==> src/rtl/clint_pkg.sv <==
// Shared definitions for the CLINT machine-timer slave.
// Holds the bus address map, the read response codes and the handshake FSM states.
package clint_pkg;

  localparam logic [31:0] MTIME_LO_ADDR = 32'ha000_0048;
  localparam logic [31:0] MTIME_HI_ADDR = 32'ha000_004c;

  localparam logic [1:0] RESP_OKAY   = 2'b00;
  localparam logic [1:0] RESP_SLVERR = 2'b10;

  typedef enum logic {
    IDLE,
    RESP
  } state_e;

endpackage

==> src/rtl/clint_mtime_counter.sv <==
// Free-running 64-bit machine timer.
// Advances once every TICK_DIV clock cycles and wraps silently at 2^64.
module clint_mtime_counter #(
  parameter int unsigned TICK_DIV = 1
) (
  input  logic        clock,
  input  logic        reset,
  output logic [63:0] mtime
);

  localparam int unsigned      PRE_W   = (TICK_DIV > 1) ? $clog2(TICK_DIV) : 1;
  localparam logic [PRE_W-1:0] PRE_MAX = PRE_W'(TICK_DIV - 1);

  logic [PRE_W-1:0] prescale;
  logic [63:0]      count;
  logic             tick;

  // With TICK_DIV = 1 the prescaler is pinned at zero, so every cycle ticks.
  assign tick = (prescale == PRE_MAX);

  // NOTE: sequential state uses non-blocking assignments so every register
  // samples pre-edge values regardless of block ordering.
  always_ff @(posedge clock or posedge reset) begin
    if (reset) begin
      prescale <= '0;
      count    <= '0;
    end else if (tick) begin
      prescale <= '0;
      count    <= count + 64'd1;
    end else begin
      prescale <= prescale + PRE_W'(1);
    end
  end

  assign mtime = count;

endmodule

==> src/rtl/clint_mtime.sv <==
// Read-only AXI4-Lite-style slave exposing mtime as two 32-bit words.
// Address decode and a two-state read handshake; no write channel.
module clint_mtime #(
  parameter logic [31:0] MTIME_LO_ADDR = clint_pkg::MTIME_LO_ADDR,
  parameter logic [31:0] MTIME_HI_ADDR = clint_pkg::MTIME_HI_ADDR,
  parameter int unsigned TICK_DIV      = 1
) (
  input  logic        clock,
  input  logic        reset,
  input  logic [31:0] araddr,
  input  logic        arvalid,
  output logic        arready,
  input  logic        rready,
  output logic [31:0] rdata,
  output logic [1:0]  rresp,
  output logic        rvalid
);

  import clint_pkg::*;

  logic [63:0] mtime;
  logic [31:0] rdata_next;
  logic [1:0]  rresp_next;
  state_e      state;

  clint_mtime_counter #(
    .TICK_DIV (TICK_DIV)
  ) u_counter (
    .clock (clock),
    .reset (reset),
    .mtime (mtime)
  );

  // NOTE: defaults first so every path assigns both outputs and no latch forms.
  always_comb begin
    rdata_next = '0;
    rresp_next = RESP_SLVERR;
    if (araddr == MTIME_LO_ADDR) begin
      rdata_next = mtime[31:0];
      rresp_next = RESP_OKAY;
    end else if (araddr == MTIME_HI_ADDR) begin
      rdata_next = mtime[63:32];
      rresp_next = RESP_OKAY;
    end
  end

  // Handshake outputs are registered alongside the state so they never glitch.
  always_ff @(posedge clock or posedge reset) begin
    if (reset) begin
      state   <= IDLE;
      arready <= 1'b1;
      rvalid  <= 1'b0;
      rdata   <= '0;
      rresp   <= RESP_OKAY;
    end else begin
      case (state)
        IDLE: begin
          if (arvalid && arready) begin
            rdata   <= rdata_next;
            rresp   <= rresp_next;
            arready <= 1'b0;
            rvalid  <= 1'b1;
            state   <= RESP;
          end
        end
        RESP: begin
          // Data stays frozen until the master accepts it, even as mtime runs on.
          if (rvalid && rready) begin
            arready <= 1'b1;
            rvalid  <= 1'b0;
            state   <= IDLE;
          end
        end
      endcase
    end
  end

endmodule

==> config.mk <==
export PLATFORM = sky130hd
export DESIGN_NAME = clint_mtime
export DESIGN_NICKNAME = d
export VERILOG_FILES = /design/src/rtl/clint_pkg.sv /design/src/rtl/clint_mtime_counter.sv /design/src/rtl/clint_mtime.sv
export SDC_FILE = /design/constraint.sdc
export NUM_CORES = 1
export LEC_CHECK = 0
export BUFFER_PORTS_ARGS = -buffer_cell sky130_fd_sc_hd__buf_2
export CAP_MARGIN = 20
export CORE_ASPECT_RATIO = 0.5
export CORE_MARGIN = 5
export CORE_UTILIZATION = 51
export DETAILED_ROUTE_END_ITERATION = 12
export PLACE_DENSITY_LB_ADDON = 0.25
export SYNTH_ARGS = -nofsm -noshare
export SYNTH_HDL_FRONTEND = slang
export SYNTH_HIERARCHICAL = 1
export SYNTH_SLANG_ARGS = --single-unit
==> constraint.sdc <==
create_clock -name clock -period 1.9 [get_ports clock]
set_input_delay 0.19 -clock clock [delete_from_list [all_inputs] [get_ports clock]]
set_output_delay 0.19 -clock clock [all_outputs]
set_load 0.03 [all_outputs]
==> metrics <==
status finished, final reports clean; Setup crit end kind flip-flop; Worst R2R Setup Slack 0.04 ns; largest family of logic cells by synthesized area simple AND/OR/NAND/NOR gates; share of layout cells above drive strength 1 0.4118; post-route ant nets 0; H-tree depth 3; post-route setup slack 0.04100 ns; antenna cells 0; Worst R2R Start u_counter/mtime[1]; Root Driver clkbuf_16; TritonCTS buffer count 9; drt via density 5.294; Synth Net Count 517; commonest cells after routing, fill and taps aside 94 x dfrtp_1, 92 x nand2_1, 70 x buf_2; post-place setup slack -0.01309 ns; peak supply drop 0.3938 mV; CP Class reg2reg; Placed Instance Area 6145 um2; Hold Vio Cnt, Final 0; initial DRC count 214; period utilisation layout 0.9784; mapped cell area 5315 um2; Fmax 537.9 MHz; Gate power share 0.031; Synth Area in Compound Gates 0.07792; DR WL/cell 16.95 um; Horiz. Die Dim 154.4 um; Net Sw Power 862.0 uW; Initial DRT Pass Iterations 4; Row Count 26; P_int 3.540 mW; relative max-transition margin 0.6446; I/O Buffers 70; Switching Share 0.1958; RSZ-0062 raised after global routing yes; DIE AREA 12690 um2; Mean Syn Cell Area 11.07 um2; synth unique cells 40; Filler cells 788; Max Slew Vio Count 0; I/O Pins 72; WHS Endpoint rvalid; clock sink count 100; grt ovf 0; first-pass GRT wire length 20320 um; cells after synthesis 480; commonest non-fill, non-tap cell in the layout dfrtp_1; clock skew 0.007526 ns; Synth Warn # 6; area delta synth->final 26.53%; setup TNS 0 ns; mux share of post-synthesis cell area 0.06780; core area 10180 um2; Startpoint Class flip-flop; Seq pwr share 0.483; Worst EP required 2.14 ns; clock latency on the worst-skew pair 0.35 ns; GP Congestion 0.8948; Post-Synth Adder-Cell Area 0.002354; DP Wirelength 9102 um; R2R Path End u_counter/mtime[32]; Initial Utilization 0.5220; post-synthesis simple-gate area fraction 0.2420; pin count of the biggest net entering global routing 51; Multi-input gate area 2724 um2; antenna violations before repair 0; Hold Worst Slack 0.04369 ns; fin crit period 1.859 ns; hold path startpoint rready; Die Height 82.19 um; CTS tree built; Max clock buf depth 2; critical path peak fanout 5; HP Class in2reg; worst reg2reg path depth 8; post-route cell area 6725 um2; Critical Path AT 2.10 ns; via count 3981; leakage 3.399 nW; xor-xnor portion of the synthesized cell area 0.1022; Seq. cell area 2510 um2; register area share after synthesis 0.4710; Clk pwr share 0.485; worst-margin pin slew 0.5331 ns; vias in the first global route 3951; Pwr Total 4.402 mW; final setup fails 0; PwrDens 654.5 nW/um2; DRT Wirelength 12740 um; Post-route DRC 0; Total Routing Usage GR 0.2052; Worst-path clk slew 0.07 ns; fin nets 644; max_cap viols 0; Hold Path Depth 2; flops & latches, synth 100
[worst max-delay path: stages (launching register included)]
cell and delay, ns:
dfrtp_1 0.36, ha_2 0.18, nand4_1 0.11, buf_6 0.16, nor4_4 0.31, nand4_1 0.19, buf_4 0.21, buf_6 0.11
xnor2_2 0.11
[state kept, by name, summed over array words and instances (netlist names)]
signal and flops:
rdata 32, arready 1, rvalid 1, rresp 1, u_counter/mtime 64, state 1
[metrics by stage]
stage | instances | util
after global placement | 723 | 0.6035
after floorplan | 480 | -
after CTS | 740 | 0.6401
final | 752 | 0.6605
after detailed placement | 723 | 0.6035
after global routing | 752 | 0.6605
[worst max path at each step]
stage	to	start	cells past startpoint
after global routing	u_counter/mtime[48]	u_counter/mtime[15]	5
after CTS	u_counter/mtime[40]	u_counter/mtime[8]	5
final	u_counter/mtime[32]	u_counter/mtime[1]	8
after global placement	u_counter/mtime[22]	u_counter/mtime[0]	8
after floorplan	u_counter/mtime[24]	u_counter/mtime[0]	6
after detailed placement	u_counter/mtime[38]	u_counter/mtime[8]	6
[synthesized netlist by cell type, drive strengths merged]
cell | n | area, um2
nor2b | 1 | 6.260
xnor2 | 24 | 210.2
nand4 | 18 | 182.7
buf | 15 | 116.4
mux2 | 32 | 360.4
and3 | 10 | 62.56
nor3b | 3 | 27.52
dfstp | 1 | 26.28
inv | 14 | 52.55
nand2 | 92 | 345.3
nor3 | 12 | 85.08
nor4 | 20 | 274.0
and4bb | 1 | 12.51
conb | 1 | 3.750
a21oi | 3 | 15.01
nor2 | 24 | 90.09
o31ai | 32 | 390.4
nand3 | 25 | 137.6
xor2 | 38 | 332.8
nor4b | 1 | 15.01
clkbuf | 6 | 22.52
o31a | 1 | 8.760
ha | 1 | 12.51
dfrtp | 99 | 2477
and4 | 2 | 17.52
nand3b | 2 | 15.01
and3b | 1 | 8.760
nand2b | 1 | 6.260
[power by group through the flow]
stage               logic, mW  clock network, mW  registers (mW)
finish                  0.138               2.14            2.13
global route            0.154               2.27            2.13
CTS                     0.142               2.17            2.13
detailed placement      0.140                  0            2.17
global placement        0.137                  0            2.17
floorplan              0.0700                  0            2.17
[area by class of cell]
| cell class | instances | share of cell area |
|---|---|---|
| clock buffers | 12 | 0.03814 |
| repair buffers | 137 | 0.1356 |
| flip-flops and latches | 100 | 0.3732 |
| clock inverters | 4 | 0.01414 |
| multi-input cells | 345 | 0.4050 |
| inverters | 14 | 0.007814 |
| well taps | 140 | 0.02605 |
[layer usage]
layer / up-vias / routed length (um) / track usage
li1: 1934 / - / -
met1: 1975 / 5882 / 0.2732
met2: 62 / 6344 / 0.3413
met3: 10 / 403 / 0.05206
met4: 0 / 112 / 0.05374
met5: - / 0 / 0
[what timing repair did]
item / CTS / global route
setup endpoints to repair: 5 / 30
resized for setup: 3 / 27
endpoints found under the hold margin: 49 / 0
hold buffers: 1 / 0
setup buffers: 0 / 12
pin swaps: 0 / 17
[kinds of logic (layout without fill, tap and decap cells)]
| logic type | after synthesis | in the layout |
|---|---|---|
| buf+inv | 35 | 167 |
| simple gates | 213 | 213 |
| mux | 32 | 32 |
| compound gates | 36 | 36 |
| flops | 100 | 100 |
| xor+xnor | 62 | 62 |
| other cells | 1 | 1 |
| fa+ha+maj | 1 | 1 |
(Power assumes the default switching activity.)
